`src/rtl/deit_tile_sched.sv`:
```
// deit_tile_sched: sequences one matrix job on deit_core.
//
// A job is N output tiles. Each output tile runs K reduction passes, and then
// drains M accumulator rows to the output stream.
// - The first K pass of each N tile overwrites the accumulator.
// - Each later K pass of that N tile accumulates into it.
//
// Ports
//   clk, rst_n                 clock, async active-low reset
//   ap_start/ap_idle/ap_done   job control; ap_err flags a rejected config
//                              and stays set until the next accepted start
//   cfg_m_rows/k/n_tiles       job shape, latched on an accepted ap_start
//   core_start/core_done       one-cycle handshake with deit_core
//   core_compute_cycles        latched M, zero-extended
//   core_acc_mode              0 = overwrite, 1 = accumulate
//   cur_k_tile/cur_n_tile      buffer tile selects
//   acc_rd_en/addr/data        accumulator read; data is valid one cycle
//                              after acc_rd_en
//   out_valid/ready/data/row   result row stream
//   out_last                   last row of the last N tile
//
// State   | meaning
// IDLE    | waiting for ap_start
// CHECK   | validate the latched configuration
// KSTART  | pulse core_start for the current K tile
// KWAIT   | wait for core_done
// DRD     | issue the accumulator read for the current row
// DCAP    | capture the read data into the output register
// DOUT    | present the row until out_ready
// DONE    | one-cycle ap_done
module deit_tile_sched #(
  parameter int ARRAY_COL  = 16,
  parameter int ADDR_WIDTH = 8,
  parameter int TILE_W     = 8
) (
  input  logic                    clk,
  input  logic                    rst_n,
  input  logic                    ap_start,
  input  logic [ADDR_WIDTH:0]     cfg_m_rows,
  input  logic [TILE_W-1:0]       cfg_k_tiles,
  input  logic [TILE_W-1:0]       cfg_n_tiles,
  output logic                    ap_idle,
  output logic                    ap_done,
  output logic                    ap_err,
  output logic                    core_start,
  output logic [31:0]             core_compute_cycles,
  output logic                    core_acc_mode,
  input  logic                    core_done,
  output logic [TILE_W-1:0]       cur_k_tile,
  output logic [TILE_W-1:0]       cur_n_tile,
  output logic                    acc_rd_en,
  output logic [ADDR_WIDTH-1:0]   acc_rd_addr,
  input  logic [ARRAY_COL*32-1:0] acc_rd_data,
  output logic                    out_valid,
  input  logic                    out_ready,
  output logic [ARRAY_COL*32-1:0] out_data,
  output logic [ADDR_WIDTH-1:0]   out_row,
  output logic                    out_last
);

  localparam int DW = ARRAY_COL * 32;
  localparam logic [ADDR_WIDTH:0] M_MAX = {1'b1, {ADDR_WIDTH{1'b0}}};
  localparam logic [ADDR_WIDTH:0] R_ONE = 1;
  localparam logic [TILE_W-1:0]   T_ONE = 1;

  typedef enum logic [2:0] {
    IDLE, CHECK, KSTART, KWAIT, DRD, DCAP, DOUT, DONE
  } state_t;

  state_t                state_q, state_d;
  logic [ADDR_WIDTH:0]   m_q, m_d;
  logic [TILE_W-1:0]     k_q, k_d;
  logic [TILE_W-1:0]     n_q, n_d;
  logic [TILE_W-1:0]     cur_k_q, cur_k_d;
  logic [TILE_W-1:0]     cur_n_q, cur_n_d;
  // One bit wider than the address, so that M = 2^ADDR_WIDTH needs no wrap.
  logic [ADDR_WIDTH:0]   row_q, row_d;
  logic [DW-1:0]         out_data_q, out_data_d;
  logic                  out_valid_q, out_valid_d;
  logic                  err_q, err_d;

  always_ff @(posedge clk or negedge rst_n) begin
    if (!rst_n) begin
      state_q     <= IDLE;
      m_q         <= '0;
      k_q         <= '0;
      n_q         <= '0;
      cur_k_q     <= '0;
      cur_n_q     <= '0;
      row_q       <= '0;
      out_data_q  <= '0;
      out_valid_q <= 1'b0;
      err_q       <= 1'b0;
    end else begin
      state_q     <= state_d;
      m_q         <= m_d;
      k_q         <= k_d;
      n_q         <= n_d;
      cur_k_q     <= cur_k_d;
      cur_n_q     <= cur_n_d;
      row_q       <= row_d;
      out_data_q  <= out_data_d;
      out_valid_q <= out_valid_d;
      err_q       <= err_d;
    end
  end

  always_comb begin
    state_d     = state_q;
    m_d         = m_q;
    k_d         = k_q;
    n_d         = n_q;
    cur_k_d     = cur_k_q;
    cur_n_d     = cur_n_q;
    row_d       = row_q;
    out_data_d  = out_data_q;
    out_valid_d = out_valid_q;
    err_d       = err_q;

    case (state_q)
      IDLE: begin
        if (ap_start) begin
          m_d     = cfg_m_rows;
          k_d     = cfg_k_tiles;
          n_d     = cfg_n_tiles;
          cur_k_d = '0;
          cur_n_d = '0;
          row_d   = '0;
          err_d   = 1'b0;
          state_d = CHECK;
        end
      end
      CHECK: begin
        if (m_q == '0 || m_q > M_MAX || k_q == '0 || n_q == '0) begin
          err_d   = 1'b1;
          state_d = DONE;
        end else begin
          state_d = KSTART;
        end
      end
      KSTART: state_d = KWAIT;
      KWAIT: begin
        if (core_done) begin
          if (cur_k_q < k_q - T_ONE) begin
            cur_k_d = cur_k_q + T_ONE;
            state_d = KSTART;
          end else begin
            row_d   = '0;
            state_d = DRD;
          end
        end
      end
      DRD: state_d = DCAP;
      DCAP: begin
        out_data_d  = acc_rd_data;
        out_valid_d = 1'b1;
        state_d     = DOUT;
      end
      DOUT: begin
        if (out_ready) begin
          out_valid_d = 1'b0;
          if (row_q < m_q - R_ONE) begin
            row_d   = row_q + R_ONE;
            state_d = DRD;
          end else if (cur_n_q < n_q - T_ONE) begin
            cur_n_d = cur_n_q + T_ONE;
            cur_k_d = '0;
            row_d   = '0;
            state_d = KSTART;
          end else begin
            state_d = DONE;
          end
        end
      end
      DONE:    state_d = IDLE;
      default: state_d = IDLE;
    endcase
  end

  assign ap_idle             = (state_q == IDLE);
  assign ap_done             = (state_q == DONE);
  assign ap_err              = err_q;
  assign core_start          = (state_q == KSTART);
  assign core_compute_cycles = 32'(m_q);
  // Derived from the tile counter, so it cannot change during a core pass.
  assign core_acc_mode       = (cur_k_q != '0);
  assign cur_k_tile          = cur_k_q;
  assign cur_n_tile          = cur_n_q;
  assign acc_rd_en           = (state_q == DRD);
  assign acc_rd_addr         = row_q[ADDR_WIDTH-1:0];
  assign out_valid           = out_valid_q;
  assign out_data            = out_data_q;
  assign out_row             = row_q[ADDR_WIDTH-1:0];
  assign out_last            = out_valid_q && (row_q == m_q - R_ONE)
                               && (cur_n_q == n_q - T_ONE);

endmodule

```
`config.mk`:
```
export PLATFORM = sky130hd
export DESIGN_NAME = deit_tile_sched
export DESIGN_NICKNAME = d
export VERILOG_FILES = /design/src/rtl/deit_tile_sched.sv
export SDC_FILE = /design/constraint.sdc
export NUM_CORES = 1
export LEC_CHECK = 0
export CAP_MARGIN = 20
export CORE_AREA = 2 2 439 441
export DETAILED_ROUTE_END_ITERATION = 8
export DIE_AREA = 0 0 441 443
export GPL_TIMING_DRIVEN = 0
export PLACE_DENSITY = 0.4
export SYNTH_ARGS = -nofsm -noshare
export SYNTH_HDL_FRONTEND = slang
export SYNTH_SLANG_ARGS = --single-unit
```
`constraint.sdc`:
```
create_clock -name clk -period 5.1 [get_ports clk]
set_input_delay 0.51 -clock clk [delete_from_list [all_inputs] [get_ports clk]]
set_output_delay 0.51 -clock clk [all_outputs]
set_load 0.005 [all_outputs]
```
# After elaboration in Yosys (flattened, before gate mapping)
# Index checks and enable logic that the tools add are counted.
dict set report totals {
  rom_bits 0
  latchBits 0
  mem_count 0
  elab_cells 90
  reg_bits 567
  in_bits 542
  ram_bits 0
  output_inout_bits 584
}
dict set report op_classes {
  add_sub_neg 6
  n_shift 0
  multipliers 0
  eq_ne 18
  n_bitwise 0
  muxes 31
  n_div 0
  n_lt_le_gt_ge 4
  n_reduce_logical 21
}
# operator n
set op_table {}
lappend op_table {{$mux W8} 9}
lappend op_table {{$mux W9} 6}
lappend op_table {{$pmux W9 S3} 1}
lappend op_table {{$pmux W3 S8} 1}
lappend op_table {{$pmux W8 S3} 1}
lappend op_table {{$mux W3} 7}
lappend op_table {{$add A8 B1 Y8 const B} 2}
lappend op_table {{$logic_not A8 Y1} 2}
lappend op_table {{$lt A8 B8 Y1} 2}
lappend op_table {{$ne A2 B2 Y1 const B} 8}
lappend op_table {{$pmux W8 S2} 1}
lappend op_table {{$sub A8 B1 Y8 const B} 2}
lappend op_table {{$eq A3 B3 Y1 const B} 4}
lappend op_table {{$add A9 B1 Y9 const B} 1}
lappend op_table {{$eq A9 B9 Y1} 1}
lappend op_table {{$gt A9 B9 Y1 const B} 1}
lappend op_table {{$logic_not A9 Y1} 1}
lappend op_table {{$lt A9 B9 Y1} 1}
lappend op_table {{$sub A9 B1 Y9 const B} 1}
lappend op_table {{$eq A8 B8 Y1} 1}
lappend op_table {{$reduce_bool A8 Y1} 1}
lappend op_table {{$reduce_and A7 Y1} 1}
lappend op_table {{$eq A3 B2 Y1 const B} 2}
lappend op_table {{$reduce_and A3 Y1} 2}
lappend op_table {{12 further kinds} 21}

# Depth between registers and ports, before layout
# Gate-level depths: netlist of the first run.
dict set report logic_depth {
  ltp_word 6
  ltp_mapped 13
  mapped_depth_nobuf 12
}

# Least setup slack after synthesis of the first run
# No wires, ideal clock.
dict set report synth_timing {
  path_kind {flip-flop to flip-flop}
  from {register m_q[5]}
  to {register cur_n_q[2] (netlist: cur_n_tile[2])}
  arrival_ns 2.967
  path_stages_with_launch 11
  path_slack_ns 2.007
  path_buffers 0
  path_cell_list {dfrtp_1 > nor4_1 > and4_1 > nor2_1 > ha_1 > and4_1 > nor4bb_1 > a2111o_1 > nand4b_1 > and2_1 > a221o_1}
}
dict set report synth_between {
  elab_chain_cells 4
}
# item line
set synth_rtl {}
lappend synth_rtl {{from (decl)} 71} ;# logic [ADDR_WIDTH:0] m_q, m_d;
lappend synth_rtl {{from (signal assigned)} 96} ;# m_q <= m_d;
lappend synth_rtl {{$sub A9 B1 Y9} 162} ;# if (row_q < m_q - R_ONE) begin
lappend synth_rtl {{$lt A9 B9 Y1} 162}
lappend synth_rtl {{$ne A2 B2 Y1 (no line)} -}
lappend synth_rtl {{$reduce_and A5 Y1 (no line)} -}
lappend synth_rtl {{to (signal assigned)} 100} ;# cur_n_q <= cur_n_d;
lappend synth_rtl {{to (decl)} 75} ;# logic [TILE_W-1:0] cur_n_q, cur_n_d;
# Every way passes these cells.
# A chain may end at the register's enable or synchronous reset.

# Worst setup path after layout of the first run
dict set report layout_timing {
  from {register m_q[4]}
  to {output out_last}
}
dict set report layout_between {
  elab_chain_cells 4
}
# item line
set layout_rtl {}
lappend layout_rtl {{$sub A9 B1 Y9} 194} ;# assign out_last = out_valid_q && (row_q == m_q - R_ONE)
lappend layout_rtl {{$eq A9 B9 Y1} 194}
lappend layout_rtl {{$logic_and A1 B1 Y1} 194}
lappend layout_rtl {{$logic_and A1 B1 Y1} 195} ;# && (cur_n_q == n_q - T_ONE);
lappend layout_rtl {{to (decl)} 58} ;# output logic out_last
# Every way passes these cells.

==> results.md, run 1 <==
- Status: complete, no violations
- Max frequency: approximately 0.23 GHz
- Max-slew violations: 0
- Final period util: 0.851
- Layout cells sized above 1: 0.261
- Row cnt: approximately 160
- Die area: just under 0.2 mm^2
- DR WL/cell: between 20 and 25 um
- Min-delay src: cfg_n_tiles[4]
- FF-to-FF setup slack: between 1 and 1.5 ns
- Final hold slack: roughly 0.36 ns
- Post-synth EDFFs: 0
- Synth cell types: 54
- Vias in the first global route: 18400
- Non-filler instance count after layout: between 5000 and 6000
- Number of setup buffers added after CTS: 0
- Worst slew margin: 0.317
- Capture point of the worst reg-to-reg path: cur_n_tile[2]$_DFFE_PN0P_
- Final worst path period need: between 4 and 5 ns
- Req. time, crit path: around 4.6 ns
- Starting density of the core: 0.119
- First-pass GRT wire length: around 170 mm
- Synth async-reset ratio: 1.00
- Port bufs: around 1100
- R2R depth: 10
- WS Path Type: flip-flop to output port
- Vias per inst: around 3.3
- # H-tree levels: 3
- Commonest non-fill, non-tap cell in the layout: clkdlybuf4s50_1
- Core area: between 0.15 and 0.2 mm^2
- GRT Util Overall: 0.129
- Most frequent cells in the layout: 1101 x clkdlybuf4s50_1, 567 x dfrtp_1, 513 x mux2_2
- Leading area contributor after synthesis: dfrtp_1
- Max IR drop VDD: between 200 and 300 uV
- Die W: ~440 um
- Leak: 15.9 nW
- Critical path arrival: about 3.8 ns
- Power per cell area: ~580 mW/mm^2
- Final #Nets: between 3000 and 4000
- Initial antenna violation count: 40
- Final WS setup: 0.760 ns
- Worst R2R Start: m_q[4]$_DFFE_PN0P_
- Synthesis-to-layout area growth: 74.8%
- CTS max path bufs: 3
- HPWL Detailed: approximately 110 mm
- Hold worst-path end: n_q[4]$_DFFE_PN0P_
- Total number of vias: roughly 18000
- Max Cap Violations: 0
- Routed wire length: between 100 and 150 mm
- CTS tree: yes
- Syn Inst Count: ~1500
- Largest net degree at the start of global routing: approximately 100
- Synth Flop Type: dfrtp_1
- Top Ports: roughly 1100
- Grt ovf: 0
- Clock Pin Slew Worst Setup and Hold Paths: 0.06 ns
- Placed Area: 0.0372 mm^2
- Mean Syn Cell Area: approximately 15 um^2
- Startpoint Class: flip-flop
- Fin Clk Skew: between 0.02 and 0.03 ns
- Hold path depth: 3
- Fin util: 0.208
- Tightest Pin Transition: about 1 ns
- Yosys warns: 0
- Inst Count DP: 5200
- CTS root buf: clkbuf_16
- RSZ-0062 raised after global routing: no
- Number of synthesized register bits: 567
- Sequential element share of the synthesized area: 0.623
- Cts bufs inserted: 79
- Yosys top cell area share: 0.623
- Place WS: roughly 1.3 ns
- Crit path max fanout: 5
- Worst hold path type: input pin to flip-flop
- Final hold violation count: 0
- Setup crit end kind: output port
- Worst skew pair latency: 0.68 ns
- Synth top area cells: dfrtp_1 62%, mux2_2 25%, ha_1 1.8%, nand2_1 1.5%, buf_4 1.3%
- Total Neg Setup Slack: 0 ns
- DIE HEIGHT: between 400 and 500 um
- 1st-iter DRT viols: roughly 740
- RePlAce Congestion: approximately 0.84
- Post-Layout Inst Area: between 0.03 and 0.04 mm^2
- Final setup viols: 0
- Tot Pwr: 23.1 mW
- Final ANT Viol Nets: 0
- Netlist Area Pre-Place: around 0.023 mm^2
- Total iterations of the first detailed-routing run: 5
- Sink Count: between 500 and 600
- DRC Markers: 0
[synthesized netlist by cell type, types with 2 or more instances]
cell and instances:
and3_1 9, or3_1 7, clkbuf_1 23, inv_1 19
nor3_1 13, and4_1 3, a221o_1 3, a31oi_1 11
xnor2_1 13, nor2_1 19, buf_4 39, xor2_1 5
nand2b_1 4, nor3b_1 3, nor4_1 7, nand4b_1 4
o21ai_0 26, a211o_1 2, nor2b_1 2, nor4b_1 6
o21bai_1 2, and2_1 3, nand2_1 93, nand4_1 6
nand3b_1 2, dfrtp_1 567, a211oi_1 3, nand3_1 7
ha_1 33, mux2i_1 3, o211ai_1 2, mux2_2 513
or4_1 2, and3b_1 2, buf_2 47, a21oi_1 21
a21o_1 3
[flip-flops by register name, indices dropped and copies added, names as in the netlist]
signal / cells
out_valid: 1
ap_err: 1
n_q: 8
m_q: 9
row_q: 9
state_q: 3
out_data: 512
cur_n_tile: 8
cur_k_tile: 8
k_q: 8
[report_power, final]
group          switching, mW  total [mW]  internal, mW
Combinational           3.61        9.35          5.74
Clock                   2.38        5.69          3.31
Sequential              1.40        8.11          6.71
[how the worst max path moves through the flow]
stage	endpoint	slack (ns)	cells past startpoint	from
finish	out_last	0.76	8	m_q[4]$_DFFE_PN0P_
global route	out_last	0.32	8	m_q[4]$_DFFE_PN0P_
global placement	out_data[209]$_DFFE_PN0P_	-26.39	1	rst_n
CTS	out_last	0.47	8	m_q[4]$_DFFE_PN0P_
detailed placement	cur_n_tile[2]$_DFFE_PN0P_	1.27	10	m_q[4]$_DFFE_PN0P_
floorplan	cur_n_tile[2]$_DFFE_PN0P_	2.01	10	m_q[5]$_DFFE_PN0P_
[layer usage]
| layer | part of all wire | global-route usage | wire (um) |
|---|---|---|---|
| met2 | 0.52 | 0.230 | 67800 |
| met1 | 0.37 | 0.140 | 48000 |
| met4 | 0.019 | 0.0290 | 2470 |
| met3 | 0.085 | 0.0545 | 11000 |
| met5 | 0 | 0 | 0 |
[cell families (layout without fill, tap and decap cells)]
| family | count (synthesis) | count (layout) | synth area share |
|---|---|---|---|
| fa+ha+maj | 33 | 33 | 0.0181 |
| flops | 567 | 567 | 0.623 |
| other cells | 1 | 31 | 0.000165 |
| compound gates | 82 | 82 | 0.0227 |
| mux | 516 | 516 | 0.255 |
| simple gates | 197 | 197 | 0.0433 |
| xor+xnor | 18 | 18 | 0.00692 |
| buf+inv | 130 | 1380 | 0.0308 |
[critical path, cell delays in order, from the launching register on]
cell             delay, ns
dfrtp_1               0.44
nor4_1                0.56
and4_1                0.35
nor2_1                0.06
ha_1                  0.30
and4_1                0.24
nand4_1               0.17
nor4_1                0.40
clkdlybuf4s50_1       0.63
[layout make-up]
cell class | instances | area (um^2)
tap | 2526 | 3160
clock buffer | 113 | 2270
buffer | 111 | 631
antenna | 8 | 20.0
sequential | 567 | 14200
timing repair buffer | 1109 | 11200
inverter | 19 | 71.3
fill | 20700 | 151000
multi-input combinational | 869 | 7970
clock inverter | 28 | 318
[repair_timing]
action                                 in CTS  in global routing
endpoints found under the hold margin      95                  0
resized for setup                           0                  0
hold buffers                                1                  0
(Power assumes the default switching activity.)
==> run 2, diff against run 1 <==
Settings changed: CORE_AREA 2 2 439 441 to 2 2 435 437, CTS_BUF_LIST from default to sky130_fd_sc_hd__clkbuf_4 sky130_fd_sc_hd__clkbuf_8, DIE_AREA 0 0 441 443 to 0 0 437 439.
==> results.md, run 2 (synthesis results as in run 1) <==
- Status: complete, no violations
- # fillers: 20300
- Final worst path period need: ~4.4 ns
- Cts bufs inserted: 117
- Final WS setup: about 0.66 ns
- Leak: roughly 16 nW
- Critical path arrival: 3.93 ns
- R2R depth: 10
- Worst slew margin: 0.356
- GRT Util Overall: 0.126
- Vias per inst: between 3 and 4
- Fin Clk Skew: between 0.05 and 0.06 ns
- Critical path launch point: m_q[5]$_DFFE_PN0P_
- RSZ-0062 raised after global routing: no
- HPWL Detailed: ~100 mm
- Setup crit end kind: output port
- Max-slew violations: 0
- Number of setup buffers added after CTS: 0
- CP dominant cell by count: and4_1
- Tightest Pin Transition: just under 1 ns
- FF+latch area: ~0.014 mm^2
- Final setup viols: 0
- Max reg flops: between 500 and 600
- Total number of vias: around 18000
- Max frequency: about 0.23 GHz
- Max Cap Violations: 0
- Routed wire length: roughly 130 mm
- Most frequent cells in the layout: 1101 x clkdlybuf4s50_1, 567 x dfrtp_1, 513 x mux2_2
- Worst R2R Start: m_q[5]$_DFFE_PN0P_
- Grt ovf: 0
- 1st-iter DRT viols: 604
- Capture point of the worst reg-to-reg path: cur_n_tile[2]$_DFFE_PN0P_
- Sink Count: ~570
- Commonest non-fill, non-tap cell in the layout: clkdlybuf4s50_1
- Layout cells sized above 1: 0.286
- Gr busiest metal: met2
- FF-to-FF setup slack: 1.47 ns
- Final period util: 0.871
- Total iterations of the first detailed-routing run: 5
- DRC Markers: 0
- Initial antenna violation count: 37
- Vias in the first global route: between 15000 and 20000
- Power per cell area: roughly 570 mW/mm^2
- Area taken by multi-input logic gates: 0.00797 mm^2
- WS Path Type: flip-flop to output port
- Startpoint Class: flip-flop
- Core area: between 0.15 and 0.2 mm^2
- Die W: 437 um
- Largest net degree at the start of global routing: approximately 100
- # H-tree levels: 3
- Crit path max fanout: 4
- Max IR drop VDD: approximately 270 uV
- Final hold violation count: 0
- Worst skew pair latency: approximately 0.82 ns
- Starting density of the core: 0.122
- Place WS: 1.05 ns
- Top Ports: roughly 1100
- Synthesis-to-layout area growth: 74.6%
- CTS tree: yes
- RePlAce Congestion: between 0.8 and 0.9
- DIE HEIGHT: ~440 um
- CTS max path bufs: 3
- GRT met2 Usage: 0.227
- First-pass GRT wire length: about 170 mm
- Final #Nets: approximately 3400
- Worst hold path type: input pin to async pin
- M3 GR Usage: 0.0461
- Port bufs: 1102
- GR Layer Usage met1: 0.140
- Total Neg Setup Slack: 0 ns
- Critical-path top delay cell: clkdlybuf4s50_1
- CTS root buf: clkbuf_8
- DR WL/cell: 23.2 um
- Req. time, crit path: 4.59 ns
- CP Cell Sequence: nor4_1 -> and4_1 -> nor2_1 -> ha_1 -> and4_1 -> nand4_1 -> nor4_2 -> clkdlybuf4s50_1
- Row cnt: 159
- Die area: between 0.15 and 0.2 mm^2
- CP max stage delay: 0.59 ns
- Clock Pin Slew Worst Setup and Hold Paths: about 0.06 ns
- Final ANT Viol Nets: 0
## run 2: repair_timing
| action | in CTS | in global routing |
|---|---|---|
| endpoints found under the setup margin | 0 | 1 |
| endpoints found under the hold margin | 161 | 0 |
| hold buffers | 1 | 0 |
| gates resized for setup | 0 | 1 |
## run 2: critical path, delay by kind of cell, from the launching register on
kind	cells	cell delay (ns)
buffers and inverters	1	0.59
adder cells (fa/ha/maj)	1	0.29
flip-flops	1	0.43
AND/OR/NAND/NOR	6	1.81
## run 2: how the worst max path moves through the flow
stage / endpoint / slack (ns) / depth (start not counted)
after global placement: out_data[136]$_DFFE_PN0P_ / -26.53 / 1
final: out_last / 0.66 / 8
after CTS: out_last / 0.01 / 8
after global routing: out_last / 0.14 / 8
after detailed placement: out_last / 1.05 / 8
after floorplan: cur_n_tile[2]$_DFFE_PN0P_ / 2.01 / 10
## run 2: layout make-up
type | instances | share of cell area
Antenna cell | 13 | 0.000818
Timing Repair Buffer | 1111 | 0.283
Multi-Input combinational cell | 869 | 0.201
Tap cell | 2495 | 0.0785
Clock buffer | 178 | 0.0566
Sequential cell | 567 | 0.357
Inverter | 19 | 0.00179
Clock inverter | 32 | 0.00614
Buffer | 111 | 0.0159
## run 2: per-layer routing
metal | part of all wire | up-vias
li1 | - | 7934
met5 | 0.00022 | -
met2 | 0.52 | 605
met1 | 0.38 | 8954
met3 | 0.072 | 186
met4 | 0.025 | 4
## run 2: power by group
part           switching [mW]  total, mW  internal, mW  leakage (nW)
Combinational            3.56       9.30          5.74          8.00
Clock                    2.30       5.20          2.91          1.34
Sequential               1.35       8.07          6.72          6.68
Total                    7.22       22.6          15.4          16.0
## run 2: per-stage QoR
stage | instances | hold WS, ns | total power, mW | cell area (um^2) | util
after floorplan | 1566 | 0.214 | 10.5 | 22900 | -
after global placement | 5163 | 0.467 | 17.7 | 37000 | 0.198
after detailed placement | 5171 | 0.473 | 17.6 | 37200 | 0.199
after CTS | 5382 | 0.0160 | 23.1 | 39700 | 0.212
after global routing | 5389 | 0.0823 | 23.9 | 39700 | 0.213
final | 5395 | 0.181 | 22.6 | 39800 | 0.213
==> run 3, diff against run 2 <==
Settings changed: ABC_CLOCK_PERIOD_IN_PS from default to 5100.
==> results of run 3 <==
No change in the layout: final DEF, timing and power equal those of run 2.
